### src/rtl/rst_seq_pkg.sv
// Shared types and sizing helpers for the multi-channel reset sequencer.
// Imported by the sequencer top and anything that needs its state encoding.
package rst_seq_pkg;

  typedef enum logic [1:0] {
    ST_SYNC    = 2'd0,
    ST_HOLD    = 2'd1,
    ST_RELEASE = 2'd2,
    ST_RUN     = 2'd3
  } state_t;

  // Counter must reach the larger of the hold and step intervals.
  function automatic int cnt_width(input int hold_cycles, input int step_cycles);
    int longest;
    longest = (hold_cycles > step_cycles) ? hold_cycles : step_cycles;
    return $clog2(longest + 1);
  endfunction

  // Slot index runs 0..nch, the final value meaning every slot has completed.
  function automatic int slot_width(input int nch);
    return $clog2(nch + 1);
  endfunction

endpackage

### src/rtl/reset_sync_chain.sv
// Async-assert / sync-deassert reset synchroniser; o_rst_s is the last stage.
// Even a sub-cycle pulse on i_rst sets every stage, forcing a full release delay.
module reset_sync_chain #(
  parameter int SYNC_STAGES = 2
) (
  input  logic i_clk,
  input  logic i_rst,
  output logic o_rst_s
);

  logic [SYNC_STAGES-1:0] r_chain;

  // NOTE: sequential state uses non-blocking (<=) so every flop samples the
  // pre-edge value of its neighbour; blocking here would collapse the chain.
  always_ff @(posedge i_clk or posedge i_rst) begin
    if (i_rst) begin
      r_chain <= '1;
    end else begin
      r_chain <= {r_chain[SYNC_STAGES-2:0], 1'b0};
    end
  end

  assign o_rst_s = r_chain[SYNC_STAGES-1];

endmodule

### src/rtl/reset_sequencer.sv
// Releases NCH per-domain resets one at a time after a synchronised hold period,
// with software re-sequencing, a per-channel enable mask and done/busy status.
module reset_sequencer
  import rst_seq_pkg::*;
#(
  parameter int NCH         = 4,
  parameter int SYNC_STAGES = 2,
  parameter int HOLD_CYCLES = 16,
  parameter int STEP_CYCLES = 4
) (
  input  logic           CLK,
  input  logic           IN_RST,
  input  logic           SW_RST,
  input  logic [NCH-1:0] CH_EN,
  output logic [NCH-1:0] OUT_RST,
  output logic           RST_DONE,
  output logic           BUSY
);

  localparam int CW = cnt_width(HOLD_CYCLES, STEP_CYCLES);
  localparam int SW = slot_width(NCH);

  localparam logic [CW-1:0] HOLD_LAST = CW'(HOLD_CYCLES - 1);
  localparam logic [CW-1:0] STEP_LAST = CW'(STEP_CYCLES - 1);
  localparam logic [SW-1:0] SLOT_END  = SW'(NCH);

  state_t         r_state, w_state_next;
  logic [CW-1:0]  r_cnt,   w_cnt_next;
  logic [SW-1:0]  r_slot,  w_slot_next;
  logic [NCH-1:0] r_out,   w_out_next;
  logic           r_done,  w_done_next;
  logic           w_rst_s;

  reset_sync_chain #(
    .SYNC_STAGES(SYNC_STAGES)
  ) u_sync (
    .i_clk  (CLK),
    .i_rst  (IN_RST),
    .o_rst_s(w_rst_s)
  );

  always_ff @(posedge CLK or posedge IN_RST) begin
    if (IN_RST) begin
      r_state <= ST_SYNC;
      r_cnt   <= '0;
      r_slot  <= '0;
      r_out   <= '1;
      r_done  <= 1'b0;
    end else begin
      r_state <= w_state_next;
      r_cnt   <= w_cnt_next;
      r_slot  <= w_slot_next;
      r_out   <= w_out_next;
      r_done  <= w_done_next;
    end
  end

  // NOTE: every signal driven here gets a default first, so no path through
  // the case leaves one unassigned and no latch is inferred.
  always_comb begin
    w_state_next = r_state;
    w_cnt_next   = r_cnt;
    w_slot_next  = r_slot;
    w_out_next   = r_out;

    case (r_state)
      ST_SYNC: begin
        if (!w_rst_s) begin
          w_state_next = ST_HOLD;
          w_cnt_next   = '0;
        end
      end

      ST_HOLD: begin
        w_out_next = '1;
        if (r_cnt == HOLD_LAST) begin
          w_state_next = ST_RELEASE;
          w_cnt_next   = '0;
          w_slot_next  = '0;
        end else begin
          w_cnt_next = r_cnt + 1'b1;
        end
      end

      ST_RELEASE: begin
        // Channels already released fall back into reset if their enable drops.
        w_out_next = r_out | ~CH_EN;
        if (r_slot == SLOT_END) begin
          w_state_next = ST_RUN;
        end else if (r_cnt == STEP_LAST) begin
          w_cnt_next  = '0;
          w_slot_next = r_slot + 1'b1;
          for (int k = 0; k < NCH; k++) begin
            if (r_slot == SW'(k)) w_out_next[k] = ~CH_EN[k];
          end
        end else begin
          w_cnt_next = r_cnt + 1'b1;
        end
      end

      ST_RUN: begin
        w_out_next = r_out | ~CH_EN;
      end
    endcase

    // Software re-reset beats any slot completion on the same edge.
    if (SW_RST && (r_state != ST_SYNC)) begin
      w_state_next = ST_HOLD;
      w_cnt_next   = '0;
      w_out_next   = '1;
    end

    w_done_next = (w_state_next == ST_RUN);
  end

  assign OUT_RST  = r_out;
  assign RST_DONE = r_done;
  assign BUSY     = ~r_done;

endmodule

### config.mk
export PLATFORM = sky130hd
export DESIGN_NAME = reset_sequencer
export DESIGN_NICKNAME = d
export VERILOG_FILES = /design/src/rtl/rst_seq_pkg.sv /design/src/rtl/reset_sync_chain.sv /design/src/rtl/reset_sequencer.sv
export SDC_FILE = /design/constraint.sdc
export NUM_CORES = 1
export LEC_CHECK = 0
export BUFFER_PORTS_ARGS = -buffer_cell sky130_fd_sc_hd__buf_2
export CAP_MARGIN = 20
export CORE_ASPECT_RATIO = 0.9
export CORE_UTILIZATION = 41
export CTS_CLUSTER_DIAMETER = 40
export DETAILED_ROUTE_END_ITERATION = 8
export MAX_ROUTING_LAYER = met4
export PLACE_DENSITY = 0.66
export SLEW_MARGIN = 20
export SYNTH_ARGS = -nofsm -noshare
export SYNTH_HDL_FRONTEND = slang
export SYNTH_SLANG_ARGS = --single-unit
### constraint.sdc
create_clock -name CLK -period 2.3 [get_ports CLK]
set_input_delay 0.46 -clock CLK [delete_from_list [all_inputs] [get_ports CLK]]
set_output_delay 0.46 -clock CLK [all_outputs]
set_load 0.1 [all_outputs]
==> flow_summary.toml, run 1 <==
[job]
drv_cap = 0

[clock_network]
clk_latency_ns = 0.29
clock-sinks = 17
cts_hold_buffers = 0
post_cts_buffers = 0
ctsResizeCount = 0
htree_levels = 1
clk_pin_slew_ns = 0.10
cts_tree = "yes"
cts_buffers = 3
cts_root_buf = "clkbuf_4"
cts_buffer_depth = 2

[global_route]
grt_pass1_vias = 783
use_met2_pct = 27.1
grt_overflow = 0
met3_usage_pct = 5.41
grt.busiest_layer = "met2"
met1_usage_pct = 18.6
antenna_found_initial = 0
track_usage_pct = 16.0
grt_pass1_wl_mm = 3.31
grt_max_degree = 18

[worst_setup_path]
cp.arrival_ns = 2.15
cp.required_ns = 2.49
critical_path_class = "reg2reg"
cp-end-kind = "register"
rr_endpoint = "r_cnt[3]"
r2r_setup_slack_ns = 0.34
r2r-start = "r_slot[0]"
critPathLaunchType = "register"
critPathMaxFanout = 4
crit_start = "r_slot[0]"
r2r_cells = 6

[drt]
drt_iter0_drc = 41
drcViolationCount = 0
drt_wl_total_mm = 1.91
ant_nets = 0
wire_per_inst_um = 13.0
vias = 803
vias_per_cell = 5.46
firstDrtPassIters = 4

[yosys]
synth_top_cell_by_area = "dfrtp_1"
yosys-top-cells-area = "dfrtp_1, ha_1, dfstp_2, a21o_1, nand2_1"
yosysWarnings = 0
seq_area_frac_synth_pct = 40.4
synth_area_mm2 = 0.00107
ys_types = 33
syn_area_per_cell_um2 = 10.3
yosys-top-cells-count = "ha_1, dfrtp_1, nand2_1"
synth_flop_cell = "dfrtp_1"
synth.most_common_cell = "ha_1"
yosys.area.top_type_share_pct = 25.7
synth_edf_count = 0
synthCells = 104
async_flop_share_pct = 100
synth_fp_nets = 125
yosys_register_bits = 17

[min_path]
hold_path.class = "in2async"

[floorplanning]
core-area_mm2 = 0.00247
die-area_mm2 = 0.00282
initial_core_util_pct = 43.4
num_rows = 17
die_w_um = 55.9
ios = 13
die_h_um = 50.5

[place]
gp_congestion = 0.797
dpl.hpwl_mm = 1.55
pre_cts_slack_ns = 0.367
dp_cells = 143
numPortBuffers = 12

[power]
powerDensity_mw_per_mm2 = 426
power.leakage_nw = 0.531
ir_worst_vdd_mv = 0.313

[sta]
setup_tns_ns = 0
final.period_utilization_pct = 85.4
rsz0062_at_grt = "false"
setup_ws_ns = 0.336
max_slew_margin_pct = 57.2
hold_viol_final = 0
fmax_ghz = 0.509
worst_slew_pin_slew_ns = 0.641
final-setup-viol-count = 0
timing.hold.ws_ns = 0.233
slew_viol_final = 0
period_needed_ns = 1.96
finClkSkew_ns = 0.00339

[layout]
layout.nets = 141
area_delta_synth_final_pct = 10.5
layout-drive-gt1-share_pct = 23.5
stdcell_count = 147
diodes = 0

[run_status]
outcome = "completed"
[sequential cells by signal, summed over array words and instances, names as in the netlist]
name,count
RST_DONE,1
r_cnt,5
u_sync.r_chain,2
r_slot,3
r_state,2
OUT_RST,4
[worst max-delay path by stage]
| stage | slack (ns) | end | cells past startpoint |
|---|---|---|---|
| 6_report | 0.34 | r_cnt[3] | 6 |
| 3_3_place_gp | 0.42 | r_cnt[3] | 6 |
| 4_1_cts | 0.35 | r_cnt[3] | 6 |
| 5_1_grt | 0.24 | r_cnt[3] | 6 |
| 2_1_floorplan | 0.28 | BUSY | 1 |
| 3_5_place_dp | 0.37 | r_cnt[3] | 6 |
[critical path, cell delays in order, from the launching register on]
cell,delay [ns]
dfrtp_1,0.41
inv_1,0.10
ha_1,0.26
a32o_1,0.32
or2_1,0.25
and2_1,0.19
a221o_1,0.34
[through the flow]
step	utilization [%]	area (um^2)	total power [mW]
3_3_place_gp	46.9	1160	0.349
6_report	48.0	1180	0.504
4_1_cts	48.0	1180	0.516
5_1_grt	48.0	1180	0.531
2_1_floorplan	-	1070	0.338
3_5_place_dp	46.9	1160	0.350
[power by group]
group	internal (mW)	switching (mW)
clock	0.0675	0.0930
combinational	0.0138	0.0183
sequential	0.307	0.00492
[placed cells by master, fill, tap and decap left out, types with 2 or more instances in the layout]
master	count
o21ai_0	2
nand3_1	5
a22o_1	2
a21oi_1	5
and2_1	3
dfstp_2	6
dfrtp_1	11
nor2b_1	2
ha_1	14
nand2b_1	3
buf_2	12
mux2i_1	3
inv_1	9
nand2_1	10
nor2_1	3
nor3_1	2
clkbuf_4	3
a21o_1	5
a32o_1	2
mux2_2	2
[layer usage]
metal	part of all wire, %	routed length (um)
met1	46	879
met4	0.78	15
met5	0	0
met2	49	941
met3	4.0	77
[cell families after synthesis]
group | share of synthesized area (%)
buffers and inverters | 4.67
other | 0.350
AO/OA/AOI/OAI | 16.2
adder cells (fa/ha/maj) | 16.4
AND/OR/NAND/NOR | 17.1
multiplexers | 4.91
flip-flops | 40.4
[final cells by class]
type,instances,area (um^2)
sequential,17,433
fill,234,1280
inverter,9,33.8
timing repair buffer,13,67.6
tap,28,35.0
clock buffer,4,26.3
multi-input combinational,76,588
Note: power is estimated with default switching activity, not from simulation.
==> run 2: changes to the inputs <==
--- a/config.mk
+++ b/config.mk
@@ -6,13 +6,12 @@
 export NUM_CORES = 1
 export LEC_CHECK = 0
 export BUFFER_PORTS_ARGS = -buffer_cell sky130_fd_sc_hd__buf_2
-export CAP_MARGIN = 20
 export CORE_ASPECT_RATIO = 0.9
-export CORE_UTILIZATION = 41
+export CORE_UTILIZATION = 56
 export CTS_CLUSTER_DIAMETER = 40
 export DETAILED_ROUTE_END_ITERATION = 8
 export MAX_ROUTING_LAYER = met4
-export PLACE_DENSITY = 0.66
+export PLACE_DENSITY = 0.83
 export SLEW_MARGIN = 20
 export SYNTH_ARGS = -nofsm -noshare
 export SYNTH_HDL_FRONTEND = slang
==> run 2 against run 1 <==
  * Power increased by 0.99%
  * Sequential power about the same
  * First-iteration DRC count decreased by 46%
  * Combinational power increased by 1%
  * Setup slack improved by 0.0042 ns
  * Count of clock-buffer cells in the layout decreased by 1
  * Cell area decreased by 0.11%
  * Die area decreased by 26%
  * Critical path depth unchanged
  * Worst hold slack got worse by 0.011 ns
  * Core utilization increased by 20 points
==> flow_summary.toml, run 2 (same netlist as run 1, synthesis figures left out) <==
[clock_network]
cts_buffer_depth = 2
post_cts_buffers = 0
htree_levels = 1
cts_hold_buffers = 0
cts_root_buf = "clkbuf_4"
cts_buffers = 3
clk_pin_slew_ns = 0.11
clock-sinks = 17
cts_tree = "yes"
ctsResizeCount = 0
clk_latency_ns = 0.29

[sta]
fmax_ghz = 0.510
hold_viol_final = 0
final-setup-viol-count = 0
final.period_utilization_pct = 85.2
rsz0062_at_grt = "false"
finClkSkew_ns = 0.00413
worst_slew_pin_slew_ns = 0.617
slew_viol_final = 0
timing.hold.ws_ns = 0.222
setup_ws_ns = 0.340
period_needed_ns = 1.96
setup_tns_ns = 0
max_slew_margin_pct = 58.8

[floorplanning]
core-area_mm2 = 0.00173
ios = 13
die_h_um = 43.5
die_w_um = 48.1
num_rows = 14
die-area_mm2 = 0.00209
initial_core_util_pct = 61.8

[worst_setup_path]
cp-end-kind = "register"
cp.arrival_ns = 2.15
critical_path_class = "reg2reg"
cp.required_ns = 2.49
critPathLaunchType = "register"
r2r_cells = 6
critPathMaxFanout = 6

[global_route]
grt_pass1_wl_mm = 3.19
grt_max_degree = 18
track_usage_pct = 22.9
grt_pass1_vias = 765
antenna_found_initial = 0
grt_overflow = 0

[layout]
final_common_cell = "ha_1"
area_delta_synth_final_pct = 10.4
diodes = 0
layout.nets = 141
fillers = 135
final_cell_mix = "ha_1, buf_2, dfrtp_1"
largest_reg_flops = 5
top_register = "r_cnt"
layout-drive-gt1-share_pct = 24.4

[place]
gp_congestion = 0.875
numPortBuffers = 12
dpl.hpwl_mm = 1.62
pre_cts_slack_ns = 0.352

[drt]
drt_wl_total_mm = 2.00
drcViolationCount = 0
vias = 802
drt_iter0_drc = 22
wire_per_inst_um = 14.0
vias_per_cell = 5.61
firstDrtPassIters = 4
ant_nets = 0

[power]
intPower_mw = 0.387
finalPower_mw = 0.509
p_sw_share_pct = 24.1
power.leakage_nw = 0.530
combPwrFrac_pct = 6.4
p_sw_mw = 0.122
pwr-share-clk_pct = 32.3
ir_worst_vdd_mv = 0.400
p_seq_share_pct = 61.3
powerDensity_mw_per_mm2 = 431

[min_path]
hold_path.class = "in2async"

[run_status]
outcome = "completed"

[job]
drv_cap = 0
## run 2: cell count changes in the layout (fill, tap and decap cells not counted)
cell,before,now
clkbuf_1,1,0
clkinvlp_4,0,1
## run 2: final timing paths
check	start	to	slack (ns)
worst max-delay path	r_state[0]	r_cnt[3]	0.34
worst min-delay path	IN_RST	r_cnt[1]	0.22
worst max register to register	r_state[0]	r_cnt[3]	0.34
worst min register to register	u_sync.r_chain[0]	u_sync.r_chain[1]	0.36
max in group asynchronous	IN_RST	r_slot[0]	1.68
min in group CLK	u_sync.r_chain[0]	u_sync.r_chain[1]	0.36
## run 2: power by group through the flow
stage / Sequential (mW) / Clock, mW / Combinational, mW
final: 0.312 / 0.165 / 0.0325
after global placement: 0.317 / 0 / 0.0317
after detailed placement: 0.317 / 0 / 0.0328
after floorplan: 0.316 / 0 / 0.0224
after global routing: 0.313 / 0.182 / 0.0379
after CTS: 0.312 / 0.170 / 0.0329
## run 2: final cells by class
type	count	area, um^2	share of cell area (%)
multi-input cells	76	588	49.7
flip-flops and latches	17	433	36.6
repair buffers	13	67.6	5.71
inverters	9	33.8	2.86
well taps	24	30.0	2.54
clock buffers	3	22.5	1.90
clock inverters	1	7.51	0.635
## run 2: worst max-delay path, stage by stage (launching register included)
cell	delay, ns
dfrtp_1	0.41
inv_1	0.11
ha_1	0.28
a32o_1	0.27
or2_1	0.26
and2_1	0.19
a221o_1	0.34
## run 2: metal layers
metal | vias to the layer above | GRT usage, % | share of wire, %
li1 | 397 | - | -
met1 | 386 | 27.6 | 44
met2 | 15 | 37.8 | 52
met5 | - | - | 0
met3 | 4 | 2.92 | 3.0
met4 | 0 | 8.89 | 1.0
## run 2: metrics by stage
stage | util, % | instances | area, um^2
2_1_floorplan | - | 104 | 1070
3_3_place_gp | 66.5 | 139 | 1150
3_5_place_dp | 66.5 | 139 | 1150
4_1_cts | 68.2 | 143 | 1180
5_1_grt | 68.2 | 143 | 1180
6_report | 68.2 | 143 | 1180
==> run 3: changes to the inputs <==
--- a/config.mk
+++ b/config.mk
@@ -5,13 +5,14 @@
 export SDC_FILE = /design/constraint.sdc
 export NUM_CORES = 1
 export LEC_CHECK = 0
+export ABC_AREA = 1
 export BUFFER_PORTS_ARGS = -buffer_cell sky130_fd_sc_hd__buf_2
 export CORE_ASPECT_RATIO = 0.9
-export CORE_UTILIZATION = 56
+export CORE_UTILIZATION = 57
 export CTS_CLUSTER_DIAMETER = 40
 export DETAILED_ROUTE_END_ITERATION = 8
 export MAX_ROUTING_LAYER = met4
-export PLACE_DENSITY = 0.83
+export PLACE_DENSITY = 0.84
 export SLEW_MARGIN = 20
 export SYNTH_ARGS = -nofsm -noshare
 export SYNTH_HDL_FRONTEND = slang
==> run 3 against run 2 <==
  * Register-to-register slack gained 0.18 ns
  * Core utilization shrank 1.7 points
  * Synthesized area grew 7.8%
  * Power grew 84%
  * Via count grew 19%
  * Critical path type unchanged
  * Critical endpoint is now r_slot[0]
==> flow_summary.toml, run 3 <==
[power]
p_seq_share_pct = 39.2
ir_worst_vdd_mv = 0.568
intPower_mw = 0.540
p_sw_mw = 0.396
p_sw_share_pct = 42.3
powerDensity_mw_per_mm2 = 736
pwr-share-clk_pct = 17.1
power.leakage_nw = 0.694
combPwrFrac_pct = 43.7

[worst_setup_path]
critPathLaunchType = "register"
r2r_setup_slack_ns = 0.52
cp.required_ns = 2.50
cp-endpoint = "r_slot[0]"
crit_start = "r_cnt[0]"
cp-end-kind = "register"
critPathMaxFanout = 5
rr_endpoint = "r_slot[0]"
cp.arrival_ns = 1.98
r2r_cells = 10
critical_path_class = "reg2reg"
r2r-start = "r_cnt[0]"

[yosys]
yosys.area.top_type_share_pct = 23.8
synth_top_cell_by_area = "dfrtp_1"
synth_fp_nets = 178
yosys-top-cells-count = "nand2_1, inv_1, ha_1"
yosys_register_bits = 17
yosys-top-cells-area = "dfrtp_1, nand2_1, ha_1, dfstp_2, inv_1"
async_flop_share_pct = 100
synth_area_mm2 = 0.00115
synth_edf_count = 0
synth.most_common_cell = "nand2_1"
yosysWarnings = 0
syn_area_per_cell_um2 = 7.36
synthCells = 157
seq_area_frac_synth_pct = 37.5
ys_types = 20
synth_flop_cell = "dfrtp_1"

[clock_network]
clock-sinks = 17
cts_root_buf = "clkbuf_4"
cts_hold_buffers = 0
cts_tree = "yes"
clk_latency_ns = 0.30
htree_levels = 1
clk_pin_slew_ns = 0.10
ctsResizeCount = 0
cts_buffer_depth = 2
post_cts_buffers = 0
cts_buffers = 3

[place]
pre_cts_slack_ns = 0.514
dpl.hpwl_mm = 1.74
gp_congestion = 0.864
dp_cells = 194
numPortBuffers = 12

[sta]
rsz0062_at_grt = "false"
period_needed_ns = 1.78
finClkSkew_ns = 0.0110
slew_viol_final = 0
hold_viol_final = 0
max_slew_margin_pct = 56.1
setup_tns_ns = 0
fmax_ghz = 0.563
final-setup-viol-count = 0
worst_slew_pin_slew_ns = 0.658
setup_ws_ns = 0.523
final.period_utilization_pct = 77.3

[floorplanning]
core-area_mm2 = 0.00191
num_rows = 15
ios = 13
die-area_mm2 = 0.00221
initial_core_util_pct = 60.3
die_w_um = 49.4
die_h_um = 44.7

[layout]
area_delta_synth_final_pct = 10.2
stdcell_count = 198
final_cell_mix = "nand2_1, inv_1, ha_1"
diodes = 0
final_common_cell = "nand2_1"
layout.nets = 195
top_register = "r_cnt"
layout-drive-gt1-share_pct = 19.1
largest_reg_flops = 5

[global_route]
grt_overflow = 0
grt_max_degree = 18
antenna_found_initial = 0
track_usage_pct = 24.0
grt_pass1_vias = 913
grt_pass1_wl_mm = 3.81

[run_status]
outcome = "completed"

[drt]
vias_per_cell = 4.83
drt_iter0_drc = 14
ant_nets = 0
drt_wl_total_mm = 2.14
drcViolationCount = 0
wire_per_inst_um = 10.8
firstDrtPassIters = 4
vias = 956

[min_path]
hold_path.class = "in2async"

[job]
drv_cap = 0
## run 3: cell types whose count changed after synthesis, sizes merged, moves of 5 or more
cell,previous run,this run
nand3b,0,5
a21oi,6,1
nor2,3,14
inv,9,26
nand2,10,60
o21ai,2,7
a21o,5,0
## run 3: power groups by stage
stage	Clock [mW]	Sequential, mW	Combinational (mW)
2_1_floorplan	0	0.369	0.324
3_3_place_gp	0	0.370	0.390
3_5_place_dp	0	0.372	0.411
4_1_cts	0.168	0.367	0.412
5_1_grt	0.173	0.375	0.481
6_report	0.160	0.367	0.409
## run 3: how the worst min path moves through the flow
stage / slack, ns / endpoint / from
after floorplan: 0.35 / u_sync.r_chain[1] / u_sync.r_chain[0]
after global placement: 0.35 / u_sync.r_chain[1] / u_sync.r_chain[0]
after detailed placement: 0.35 / u_sync.r_chain[1] / u_sync.r_chain[0]
after CTS: 0.25 / r_slot[2] / IN_RST
after global routing: 0.28 / r_slot[2] / IN_RST
final: 0.24 / r_slot[2] / IN_RST
## run 3: stage by stage
stage                     power, mW  utilization, %  area, um^2  hold WS [ns]
after CTS                     0.947            66.5        1270         0.248
after global routing           1.03            66.5        1270         0.278
after floorplan               0.693               -        1150         0.345
after detailed placement      0.784            65.1        1250         0.353
after global placement        0.760            65.1        1250         0.350
final                         0.936            66.5        1270         0.235
## run 3: worst max-delay path, cell delays in order (launching register included)
cell and delay (ns):
dfrtp_1 0.41, ha_1 0.25, nand2_1 0.07, nor2_1 0.13
ha_1 0.18, inv_1 0.04, nand2_1 0.08, a21boi_1 0.31
nand2_2 0.10, nand2_1 0.07, nand2_1 0.05
## run 3: layout make-up
cell class,instances,area [um^2]
Fill cell,182,642
Multi-Input combinational cell,114,624
Clock buffer,4,26.3
Sequential cell,17,433
Timing Repair Buffer,12,60.1
Inverter,26,97.6
Tap cell,25,31.3
## run 3: per-layer routing
| layer | global-route usage (%) | part of all wire (%) | up-vias |
|---|---|---|---|
| li1 | - | - | 514 |
| met1 | 28.4 | 49 | 425 |
| met5 | - | 0 | - |
| met2 | 39.5 | 47 | 12 |
| met3 | 7.74 | 3.0 | 5 |
| met4 | 7.43 | 1.2 | 0 |
## run 3: cell families after synthesis
logic type | count (synthesis) | synth area share, %
flip-flops | 17 | 37.5
other | 1 | 0.325
buffers and inverters | 26 | 8.45
adder cells (fa/ha/maj) | 14 | 15.2
AND/OR/NAND/NOR | 89 | 33.5
AO/OA/AOI/OAI | 10 | 5.09
